**src/rtl/segdisp_capture_pkg.sv**
```systemverilog
// Shared types and constants for the 7-segment bus capture block.
// Used by segdisp_capture, its bus interface and seg7_decode.
package segcap_pkg;

    localparam int unsigned SEL_W      = 4;
    localparam int unsigned SEG_W      = 8;
    localparam int unsigned PAT_W      = 7;
    localparam int unsigned DIG_W      = 4;
    localparam int unsigned CNT_W      = 8;
    localparam int unsigned NUM_DIGITS = 4;

    // Segment patterns, bit order {g,f,e,d,c,b,a}
    localparam logic [PAT_W-1:0] SEG_PAT_0     = 7'h3F;
    localparam logic [PAT_W-1:0] SEG_PAT_1     = 7'h06;
    localparam logic [PAT_W-1:0] SEG_PAT_2     = 7'h5B;
    localparam logic [PAT_W-1:0] SEG_PAT_3     = 7'h4F;
    localparam logic [PAT_W-1:0] SEG_PAT_4     = 7'h66;
    localparam logic [PAT_W-1:0] SEG_PAT_5     = 7'h6D;
    localparam logic [PAT_W-1:0] SEG_PAT_6     = 7'h7D;
    localparam logic [PAT_W-1:0] SEG_PAT_6_NOA = 7'h7C;
    localparam logic [PAT_W-1:0] SEG_PAT_7     = 7'h07;
    localparam logic [PAT_W-1:0] SEG_PAT_7_F   = 7'h27;
    localparam logic [PAT_W-1:0] SEG_PAT_8     = 7'h7F;
    localparam logic [PAT_W-1:0] SEG_PAT_9     = 7'h6F;
    localparam logic [PAT_W-1:0] SEG_PAT_9_NOD = 7'h67;
    localparam logic [PAT_W-1:0] SEG_PAT_BLANK = 7'h00;

    localparam logic [DIG_W-1:0] DIGIT_BLANK = 4'hF;
    localparam logic [DIG_W-1:0] DIGIT_ERR   = 4'hE;

    localparam int unsigned DIG_MIN     = 0;
    localparam int unsigned DIG_MINTEN  = 1;
    localparam int unsigned DIG_HOUR    = 2;
    localparam int unsigned DIG_HOURTEN = 3;

    typedef enum logic [1:0] {
        ST_IDLE   = 2'd0,
        ST_SETTLE = 2'd1,
        ST_HELD   = 2'd2
    } cap_state_e;

    // Packed so that slot index DIG_MIN lands in the low nibble
    typedef struct packed {
        logic [DIG_W-1:0] hourten;
        logic [DIG_W-1:0] hour;
        logic [DIG_W-1:0] minten;
        logic [DIG_W-1:0] min;
    } time_frame_t;

endpackage

```
**src/rtl/segdisp_capture_if.sv**
```systemverilog
// Multiplexed 7-segment display bus: anode select plus segment lines.
// master = display driver, slave = capture/reader.
interface segdisp_capture_if;
    import segcap_pkg::*;

    logic [SEL_W-1:0] digit_sel;
    logic [SEG_W-1:0] seg;

    modport master (output digit_sel, output seg);
    modport slave  (input  digit_sel, input  seg);
endinterface

```
**src/rtl/segdisp_capture_decode.sv**
```systemverilog
// Combinational 7-segment pattern to BCD decoder; blank -> 4'hF, unknown -> 4'hE.
module seg7_decode
    import segcap_pkg::*;
(
    input  logic [PAT_W-1:0] i_pat,
    output logic [DIG_W-1:0] o_value_c,
    output logic             o_err_c
);

    always_comb begin
        o_value_c = DIGIT_ERR;
        o_err_c   = 1'b0;
        case (i_pat)
            SEG_PAT_0:                    o_value_c = 4'd0;
            SEG_PAT_1:                    o_value_c = 4'd1;
            SEG_PAT_2:                    o_value_c = 4'd2;
            SEG_PAT_3:                    o_value_c = 4'd3;
            SEG_PAT_4:                    o_value_c = 4'd4;
            SEG_PAT_5:                    o_value_c = 4'd5;
            SEG_PAT_6, SEG_PAT_6_NOA:     o_value_c = 4'd6;
            SEG_PAT_7, SEG_PAT_7_F:       o_value_c = 4'd7;
            SEG_PAT_8:                    o_value_c = 4'd8;
            SEG_PAT_9, SEG_PAT_9_NOD:     o_value_c = 4'd9;
            SEG_PAT_BLANK:                o_value_c = DIGIT_BLANK;
            default: begin
                o_value_c = DIGIT_ERR;
                o_err_c   = 1'b1;
            end
        endcase
    end

endmodule

```
**src/rtl/segdisp_capture.sv**
```systemverilog
// Reader for a multiplexed 4-digit 7-segment bus: settles, decodes and frames digits.
// Optional macro SEGCAP_PLAUSIBILITY_EN adds the registered bad_time output.
module segdisp_capture
    import segcap_pkg::*;
#(
    parameter int unsigned SETTLE_CYCLES    = 16,
    parameter bit          ANODE_ACTIVE_LOW = 1'b0,
    parameter bit          SEG_ACTIVE_LOW   = 1'b0
) (
    input  logic             clk,
    input  logic             rst_n,
    segdisp_capture_if.slave bus,
    output logic [DIG_W-1:0] min,
    output logic [DIG_W-1:0] minten,
    output logic [DIG_W-1:0] hour,
    output logic [DIG_W-1:0] hourten,
    output logic             frame_valid,
    output logic             time_valid,
    output logic             changed,
    output logic             seg_err
`ifdef SEGCAP_PLAUSIBILITY_EN
    ,
    output logic             bad_time
`endif
);

    logic [SEL_W-1:0]                  r_sel_s1, r_sel_s2;
    logic [SEG_W-1:0]                  r_seg_s1, r_seg_s2;
    logic [SEL_W-1:0]                  w_sel;
    logic [SEG_W-1:0]                  w_seg;
    logic                              w_sel_valid;
    logic                              w_same;
    logic [SEL_W+SEG_W-1:0]            r_prev;

    cap_state_e                        r_state, w_state_nxt;
    logic [CNT_W-1:0]                  r_cnt, w_cnt_nxt;
    logic                              w_capture;

    logic [PAT_W-1:0]                  w_pat;
    logic [DIG_W-1:0]                  w_dec_value;
    logic                              w_dec_err;

    logic [NUM_DIGITS-1:0][DIG_W-1:0]  r_shadow, w_shadow_nxt;
    logic [SEL_W-1:0]                  r_mask, w_mask_nxt;
    logic                              w_frame_done, w_frame_err;
    time_frame_t                       r_frame, w_frame_new;
    logic                              r_any_frame;
    logic                              r_frame_valid, r_time_valid, r_changed, r_seg_err;

    // Two-flop synchronisers on the raw bus
    always_ff @(posedge clk or negedge rst_n) begin
        if (!rst_n) begin
            r_sel_s1 <= '0;
            r_sel_s2 <= '0;
            r_seg_s1 <= '0;
            r_seg_s2 <= '0;
        end else begin
            r_sel_s1 <= bus.digit_sel;
            r_sel_s2 <= r_sel_s1;
            r_seg_s1 <= bus.seg;
            r_seg_s2 <= r_seg_s1;
        end
    end

    assign w_sel       = ANODE_ACTIVE_LOW ? ~r_sel_s2 : r_sel_s2;
    assign w_seg       = SEG_ACTIVE_LOW   ? ~r_seg_s2 : r_seg_s2;
    assign w_sel_valid = $onehot(w_sel);
    assign w_same      = ({w_sel, w_seg} == r_prev);
    assign w_pat       = {w_seg[1], w_seg[2], w_seg[3], w_seg[4], w_seg[5], w_seg[6], w_seg[7]};

    seg7_decode u_decode (
        .i_pat     (w_pat),
        .o_value_c (w_dec_value),
        .o_err_c   (w_dec_err)
    );

    // State register
    always_ff @(posedge clk or negedge rst_n) begin
        if (!rst_n) begin
            r_state <= ST_IDLE;
            r_cnt   <= '0;
            r_prev  <= '0;
        end else begin
            r_state <= w_state_nxt;
            r_cnt   <= w_cnt_nxt;
            r_prev  <= {w_sel, w_seg};
        end
    end

    // Next-state: a digit is captured once per dwell after a stable run
    always_comb begin
        w_state_nxt = r_state;
        w_cnt_nxt   = r_cnt;
        w_capture   = 1'b0;
        case (r_state)
            ST_IDLE: begin
                if (w_sel_valid) begin
                    w_state_nxt = ST_SETTLE;
                    w_cnt_nxt   = CNT_W'(1);
                end
            end
            ST_SETTLE: begin
                if (!w_sel_valid) begin
                    w_state_nxt = ST_IDLE;
                end else if (!w_same) begin
                    w_cnt_nxt   = CNT_W'(1);
                end else if (r_cnt >= CNT_W'(SETTLE_CYCLES)) begin
                    w_capture   = 1'b1;
                    w_state_nxt = ST_HELD;
                end else begin
                    w_cnt_nxt   = r_cnt + CNT_W'(1);
                end
            end
            ST_HELD: begin
                if (!w_sel_valid) begin
                    w_state_nxt = ST_IDLE;
                end else if (!w_same) begin
                    w_state_nxt = ST_SETTLE;
                    w_cnt_nxt   = CNT_W'(1);
                end
            end
            default: w_state_nxt = ST_IDLE;
        endcase
    end

    // Shadow slots, seen-mask and frame completion
    always_comb begin
        w_shadow_nxt = r_shadow;
        w_mask_nxt   = r_mask;
        w_frame_err  = 1'b0;
        if (w_capture) begin
            for (int i = 0; i < int'(NUM_DIGITS); i++) begin
                if (w_sel[i]) w_shadow_nxt[i] = w_dec_value;
            end
            w_mask_nxt = r_mask | w_sel;
        end
        for (int i = 0; i < int'(NUM_DIGITS); i++) begin
            if (w_shadow_nxt[i] == DIGIT_ERR) w_frame_err = 1'b1;
        end
        w_frame_done = (w_mask_nxt == {SEL_W{1'b1}});
        w_frame_new  = time_frame_t'(w_shadow_nxt);
    end

    always_ff @(posedge clk or negedge rst_n) begin
        if (!rst_n) begin
            r_shadow      <= '0;
            r_mask        <= '0;
            r_frame       <= '0;
            r_any_frame   <= 1'b0;
            r_frame_valid <= 1'b0;
            r_time_valid  <= 1'b0;
            r_changed     <= 1'b0;
            r_seg_err     <= 1'b0;
        end else begin
            r_shadow      <= w_shadow_nxt;
            r_frame_valid <= w_frame_done;
            r_changed     <= w_frame_done && r_any_frame && (w_frame_new != r_frame);
            if (w_frame_done) begin
                r_mask      <= '0;
                r_frame     <= w_frame_new;
                r_any_frame <= 1'b1;
                r_seg_err   <= w_frame_err;
                if (!w_frame_err) r_time_valid <= 1'b1;
            end else begin
                r_mask <= w_mask_nxt;
                if (w_capture && w_dec_err) r_seg_err <= 1'b1;
            end
        end
    end

    assign min         = r_frame.min;
    assign minten      = r_frame.minten;
    assign hour        = r_frame.hour;
    assign hourten     = r_frame.hourten;
    assign frame_valid = r_frame_valid;
    assign time_valid  = r_time_valid;
    assign changed     = r_changed;
    assign seg_err     = r_seg_err;

`ifdef SEGCAP_PLAUSIBILITY_EN
    logic r_bad_time;

    // Blank is tolerated only as a suppressed leading hour-tens digit
    function automatic logic implausible(input time_frame_t f);
        logic b;
        b = 1'b0;
        if (f.hourten != DIGIT_BLANK && f.hourten > 4'd2)   b = 1'b1;
        if (f.hourten == 4'd2 && f.hour > 4'd3)             b = 1'b1;
        if (f.minten > 4'd5)                                b = 1'b1;
        if (f.hourten == DIGIT_ERR || f.hour == DIGIT_ERR ||
            f.minten == DIGIT_ERR || f.min == DIGIT_ERR)    b = 1'b1;
        if (f.hour == DIGIT_BLANK || f.minten == DIGIT_BLANK ||
            f.min == DIGIT_BLANK)                           b = 1'b1;
        return b;
    endfunction

    always_ff @(posedge clk or negedge rst_n) begin
        if (!rst_n) begin
            r_bad_time <= 1'b0;
        end else if (w_frame_done) begin
            r_bad_time <= implausible(w_frame_new);
        end
    end

    assign bad_time = r_bad_time;
`endif

endmodule

```
**src/flat_wrapper.sv**
```systemverilog
// flat-port wrapper written by rule: the top's interface ports become plain ports
module segdisp_capture_flat import segcap_pkg::*;
#(
    parameter int unsigned SETTLE_CYCLES    = 16,
    parameter bit          ANODE_ACTIVE_LOW = 1'b0,
    parameter bit          SEG_ACTIVE_LOW   = 1'b0
)
  (clk, rst_n, min, minten, hour, hourten, frame_valid, time_valid, changed, seg_err, bus_digit_sel, bus_seg);
  segdisp_capture_if bus_i ();
  input  logic clk;
  input  logic rst_n;
  output logic [DIG_W-1:0] min;
  output logic [DIG_W-1:0] minten;
  output logic [DIG_W-1:0] hour;
  output logic [DIG_W-1:0] hourten;
  output logic frame_valid;
  output logic time_valid;
  output logic changed;
  output logic seg_err;
  input wire logic [$bits(bus_i.digit_sel)-1:0] bus_digit_sel;
  input wire logic [$bits(bus_i.seg)-1:0] bus_seg;
  assign bus_i.digit_sel = bus_digit_sel;
  assign bus_i.seg = bus_seg;
  segdisp_capture #(.SETTLE_CYCLES(SETTLE_CYCLES), .ANODE_ACTIVE_LOW(ANODE_ACTIVE_LOW), .SEG_ACTIVE_LOW(SEG_ACTIVE_LOW)) u_core (.clk(clk), .rst_n(rst_n), .bus(bus_i), .min(min), .minten(minten), .hour(hour), .hourten(hourten), .frame_valid(frame_valid), .time_valid(time_valid), .changed(changed), .seg_err(seg_err));
endmodule
```
**config.mk**
```make
export PLATFORM = sky130hd
export DESIGN_NAME = segdisp_capture_flat
export DESIGN_NICKNAME = d
export VERILOG_FILES = /design/src/rtl/segdisp_capture_pkg.sv /design/src/rtl/segdisp_capture_if.sv /design/src/rtl/segdisp_capture_decode.sv /design/src/rtl/segdisp_capture.sv /design/src/flat_wrapper.sv
export SDC_FILE = /design/constraint.sdc
export NUM_CORES = 1
export LEC_CHECK = 0
export ABC_AREA = 1
export CAP_MARGIN = 20
export CORE_ASPECT_RATIO = 1.2
export CORE_UTILIZATION = 40
export DETAILED_ROUTE_END_ITERATION = 10
export GPL_TIMING_DRIVEN = 0
export SLEW_MARGIN = 20
export SYNTH_ARGS = -nofsm -noshare
export SYNTH_HDL_FRONTEND = slang
export SYNTH_SLANG_ARGS = --single-unit
```
**constraint.sdc**
```tcl
create_clock -name clk -period 2.7 [get_ports clk]
set_input_delay 0.27 -clock clk [delete_from_list [all_inputs] [get_ports clk]]
set_output_delay 0.27 -clock clk [all_outputs]
set_load 0.01 [all_outputs]
```
## Word-level counts from Yosys, hierarchy flattened

Cells that the tools add are included.
W data, S select, Z words.

- Bits in registers: 87
- Bits of input ports: 14
- Output and inout port bits: 20
- Logic and storage cells: 106

- Add/subtract/negate cells: 4
- $lt $le $gt $ge: 1
- Equal/unequal tests: 31
- Multiplexer cells: 33
- Bitwise operators: 2
- Reduce and logical (&&, ||, !) cells: 14

Operators by type and width:

| kind | count |
|---|---|
| $eq A7 B7 Y1 const B | 9 |
| $mux W8 | 6 |
| $pmux W4 S11 | 1 |
| $mux W4 | 6 |
| $pmux W8 S3 | 1 |
| $eq A4 B4 Y1 const B | 5 |
| $mux W16 | 1 |
| $ne A16 B16 Y1 | 1 |
| $eq A7 B3 Y1 const B | 2 |
| $eq A7 B6 Y1 const B | 2 |
| $reduce_or A14 Y1 | 1 |
| $eq A12 B12 Y1 | 1 |
| $mux W2 | 6 |
| $ne A3 B3 Y1 const B | 4 |
| $mux W1 | 11 |
| $add A8 B1 Y8 const B | 1 |
| $ge A8 B5 Y1 const B | 1 |
| $logic_not A7 Y1 | 1 |
| $ne A2 B1 Y1 const B | 3 |
| $pmux W2 S3 | 1 |
| $reduce_and A6 Y1 | 1 |
| $reduce_or A2 Y1 | 3 |
| $add A1 B1 Y2 | 2 |
| $or A4 B4 Y4 | 1 |
| 12 further kinds | 14 |

## Longest topological paths before layout

- Depth in word-level cells: 13
- Gate-level depth with buffers: 19
- Mapped depth without buffers: 18

## Cells and area by module

From an unflattened synthesis, not the netlist that was laid out.

- Cell total of the unflattened synthesis: 499
- Area, all modules: 4145.2 um2

Modules (own cells, without submodules):

| module | instances | cells each | area an instance (um2) |
|---|---|---|---|
| segdisp_capture | 1 | 439 | 3875.0 |
| seg7_decode | 1 | 60 | 270.3 |

## Worst setup path before layout

OpenSTA, ideal clock, no wires.

- Path kind: register to register
- Start point: reg u_core.r_sel_s2[3]
- End point: reg u_core.r_changed, in the netlist u_core.changed
- Arrival time: 2.805 ns
- Data required time: 2.585 ns
- Setup slack: -0.221 ns
- Stages on the path, launching flop included: 18
- Cells stage by stage: dfrtp_1 ha_1 ha_1 fa_1 nor2_1 nand2_1 nor2_2 nand4_4 nor2_2 nand2_1 nand2_1 nand2_1 nand2_1 nand2_1 nor2_1 nand2_1 nor2_1 nor2_1

RTL lines:

| item | line | source |
|---|---|---|
| from (decl) | segdisp_capture.sv:27 | `logic [SEL_W-1:0] r_sel_s1, r_sel_s2;` |
| from (signal assigned) | segdisp_capture.sv:59 | `r_sel_s2 <= r_sel_s1;` |
| to (signal assigned) | segdisp_capture.sv:157 | `r_changed <= w_frame_done && r_any_frame && (w_frame_new != r_frame);` |
| to (decl) | segdisp_capture.sv:48 | `logic r_frame_valid, r_time_valid, r_changed, r_seg_err;` |

## Final worst setup path

- Start point: reg u_core.r_sel_s2[1]
- End point: reg u_core.r_changed, in the netlist u_core.changed

- Longest elaborated chain between the ends: 9
- Elaborated cells between the ends (all ways): 15
- Classes of those cells: add/sub (2); eq/ne (4); mux (6); bitwise (1); reduce/logical (2)

RTL lines:

| item | line | source |
|---|---|---|
| $add A1 B1 Y2 (implied by the code) | segdisp_capture.sv:67 | `assign w_sel_valid = $onehot(w_sel);` |
| $add A3 B3 Y3 (implied by the code) | segdisp_capture.sv:67 |  |
| $eq A3 B1 Y1 | segdisp_capture.sv:67 |  |
| $mux W1 | segdisp_capture.sv:103 | `if (!w_sel_valid) begin` |
| $mux W1 | segdisp_capture.sv:95 | `case (r_state)` |
| $mux W4 (*) | segdisp_capture.sv:131 | `if (w_capture) begin` |
| $eq A4 B4 Y1 (*) | segdisp_capture.sv:140 | `w_frame_done = (w_mask_nxt == {SEL_W{1'b1}});` |
| named net u_core.w_frame_done | segdisp_capture.sv:45 | `logic w_frame_done, w_frame_err;` |
| $logic_and A1 B1 Y1 (*) (2 in a row) | segdisp_capture.sv:157 |  |

The timed path passes the listed nets; every way through them passes the cells marked *.
A chain may end at the register's enable or synchronous reset.

==> implementation parameters <==
Parameter                              Value

Timing
  Worst slew pin tran ... 0.459 ns
  Final Skew ... 0.00553 ns
  Final Hold Violating Endpoints ... 0
  Fraction of the cycle the final worst path needs ... 105%
  Final setup viols ... 25
  Post-route setup slack ... -0.146 ns
  Fin. max-slew vios ... 0
  Unrepaired setup endpoints after global routing ... yes
  Achievable clock frequency ... 351 MHz
  Min cycle time layout ... 2.85 ns
  Remaining max-slew budget at the tightest pin ... 69.4%

Final layout
  Filler-free cell count of the finished design ... 684
  Layout net count ... 576
  Post-layout util ... 54.8%
  Area grow syn2layout ... 31.8%
  Ratio of cells with drive above 1 in the final layout ... 21.4%
  Final-layout fill cell count ... 866
  Ant diodes ... 0

Die
  Die Span Y ... 112 µm
  Die width ... 93.5 µm
  Ports ... 34
  Area of the placeable core ... 0.00966 mm²
  Die area ... 0.0105 mm²
  Starting Density ... 41.6%
  Number of cell rows ... 39

CTS
  Worst-skew pair later-pin latency ... 0.34 ns
  H-tree lvl count ... 3
  Sinks on Clock Net ... 87
  Maximum clock path buffer count ... 2
  Worst-path clk slew ... 0.06 ns
  CTS Root Cell ... clkbuf_16
  Number of buffers inserted during clock tree synthesis ... 9
  TritonCTS clock tree ... done

Setup path
  Nature of the critical path startpoint ... flop
  Worst EP required ... 2.97 ns
  R2r startpoint ... u_core.r_sel_s2[1]
  Setup CP Type ... flop to flop
  Max FO, Critical Path ... 6
  Endpoint of the lowest-slack register-to-register path ... u_core.changed
  Internal reg-to-reg setup slack ... -0.15 ns
  Data arrival time of the critical path ... 3.12 ns
  Cells on worst reg2reg path ... 14
  Critical path capture point type ... flop

GRT
  Global-route wire length before repair ... 15.4 mm
  GRT Residual Overflow ... 0
  Antenna violations before repair ... 0
  Pin count of the biggest net entering global routing ... 54
  Global-route usage over all layers ... 19.2%
  Number of global-route vias before repair ... 3319

Drt
  Starting DRC count in detailed routing ... 177
  Routed via count ... 3285
  Initial DRT Pass Iterations ... 4
  Total wire length ... 8.85 mm
  Routed WL per cell ... 12.9 µm
  Antenna-violating nets left ... 0
  Vias per cell ... 4.80
  Post-route DRC ... 0

Pwr
  Power density of the placed cells ... 549 mW/mm²
  Leakage component of the power ... 2.75 nW
  Max rail drop VDD ... 0.337 mV
  Total power after layout ... 0.00291 W

Outcome
  Failing checks ... negative setup slack
  Outcome ... finished with violations

Synth
  Register area share after synthesis ... 54.2%
  Area share of the largest cell type after synthesis ... 54.2%
  Cell taking the most area after synthesis ... dfrtp_1
  Yosys reg bits ... 87
  Nets in the synthesized netlist ... 513
  Post-synthesis instance area ... 0.00402 mm²
  Avg Inst Size Synth ... 8.15 µm²
  Number of instances in the synthesized netlist ... 493
  Synth unique cells ... 28
  Largest cells by area after synthesis ... dfrtp_1, nand2_1, inv_1
  Ys Warns ... 0

Worst hold path
  Hold wc startpoint ... u_core.r_seg_s1[6]
  Worst hold path cell count ... 0
  Hold WC Path Type ... flop to flop
  Hold endpoint ... u_core.r_seg_s2[6]

Place
  Post-Place Cells ... 650
  Final HPWL from detailed placement ... 5.97 mm
  Buffers added on ports ... 33
  Placer's final routability congestion estimate ... 0.850
  Placement Setup Slack ... -0.535 ns

Job
  Max-capacitance violation count ... 0
## sequential cells by signal, summed over array words and instances, names as in the netlist, 2 cells and up
signal / flops
u_core.r_sel_s1: 4
u_core.r_prev: 12
u_core.r_cnt: 8
u_core.min: 4
u_core.hour: 4
u_core.hourten: 4
u_core.r_shadow: 16
u_core.r_seg_s2: 8
u_core.r_mask: 4
u_core.r_state: 2
u_core.r_sel_s2: 4
u_core.r_seg_s1: 8
u_core.minten: 4
## timing repair
action,CTS,global route
cloned,5,0
pin swaps,16,7
setup endpoints to repair,28,25
hold endpoints to repair,34,0
resized for setup,61,38
setup buffers,12,1
hold buffers,1,0
## report_power, final
group,switching (W),internal [W],total (W)
registers,0.0000310,0.00134,0.00137
logic,0.000126,0.0000791,0.000205
clock network,0.000495,0.000835,0.00133
total,0.000652,0.00226,0.00291
## per-layer routing
layer,share of wire [%],vias to the layer above,global-route usage [%]
li1,-,1656,-
met1,46,1557,25.0
met2,47,48,29.5
met3,3.0,24,3.35
met4,4.2,0,12.0
met5,0,-,0
## cell usage after synthesis (all sizes together)
master and count:
nand2 173, inv 71, o21ai 23, or2 5, nor2 55, buf 6
dfrtp 87, a211oi 1, xnor2 5, nand3 43, ha 5, a21oi 2
fa 1, a31oi 1, clkinv 1, nand4 10, o21bai 1, nor3 3
## cell type report
type                            instances  area, µm²  share of cell area [%]
Sequential cell                        87       2180                    41.2
Buffer                                  6       67.6                    1.28
Clock inverter                          5       81.3                    1.53
Clock buffer                           11        243                    4.58
Multi-Input combinational cell        329       1790                    33.9
Timing Repair Buffer                   51        508                    9.59
Tap cell                              123        154                    2.90
Inverter                               72        270                    5.10
## worst max-delay path, stage by stage, from the launching register on
cell and delay (ns):
dfrtp_2 0.43, ha_4 0.25, ha_4 0.15, fa_1 0.42, nor2_1 0.12, nand2_2 0.08, nor2_4 0.12, nand4_4 0.20
nor2_4 0.25, or2_4 0.17, nand2_4 0.07, nor2_4 0.21, buf_6 0.17, nand2_2 0.05, nor2_2 0.07
## stage by stage
step,hold WS (ns),instance area (µm²),TNS [ns]
floorplan,-0.0256,4050,-1.38
global placement,0.332,4530,-169.44
detailed placement,0.255,4560,-11.50
CTS,0.350,5180,-3.66
global route,0.356,5300,-6.78
finish,0.345,5300,-2.71
## cell usage in the layout (no fill, tap or decap), types with 2 or more instances in the layout
| cell type | Yosys | routed |
|---|---|---|
| nand3_2 | 2 | 7 |
| nor2_2 | 7 | 10 |
| o21ai_0 | 22 | 5 |
| ha_4 | 0 | 3 |
| inv_1 | 69 | 69 |
| nand2_4 | 0 | 7 |
| nand3_1 | 41 | 36 |
| bufinv_16 | 0 | 2 |
| xnor2_1 | 4 | 4 |
| dfrtp_2 | 0 | 3 |
| nand4_1 | 9 | 9 |
| nor3_1 | 3 | 3 |
| nand2_2 | 3 | 21 |
| ha_1 | 5 | 2 |
| inv_2 | 2 | 2 |
| clkbuf_16 | 0 | 9 |
| buf_4 | 3 | 11 |
| nor2_1 | 47 | 39 |
| nor2_4 | 1 | 7 |
| o21ai_2 | 1 | 14 |
| nand2_1 | 170 | 145 |
| dfrtp_1 | 87 | 84 |
| or2_4 | 0 | 3 |
| clkdlybuf4s50_1 | 0 | 32 |
| or2_2 | 5 | 2 |
| buf_6 | 2 | 12 |
| a21oi_1 | 2 | 2 |
| o21ai_1 | 0 | 4 |
## how the worst max path moves through the flow
| stage | from | end | slack (ns) | cells past startpoint |
|---|---|---|---|---|
| final | u_core.r_sel_s2[1] | u_core.changed | -0.15 | 14 |
| after global routing | u_core.r_sel_s2[1] | u_core.changed | -0.35 | 18 |
| after CTS | u_core.r_sel_s2[1] | u_core.changed | -0.20 | 15 |
| after detailed placement | u_core.r_sel_s2[1] | u_core.hour[0] | -0.54 | 13 |
| after global placement | rst_n | u_core.r_sel_s2[3] | -2.14 | 1 |
| after floorplan | u_core.r_sel_s2[2] | u_core.changed | -0.08 | 17 |
## logic make-up (layout without fill, tap and decap cells)
logic type | count (synthesis) | in the layout | share of synthesized area (%)
xor+xnor | 5 | 5 | 1.28
buf+inv | 78 | 145 | 7.97
flops | 87 | 87 | 54.2
compound gates | 28 | 28 | 3.74
fa+ha+maj | 6 | 6 | 2.05
simple gates | 289 | 290 | 30.8
Power figures use the tool's default switching activity.
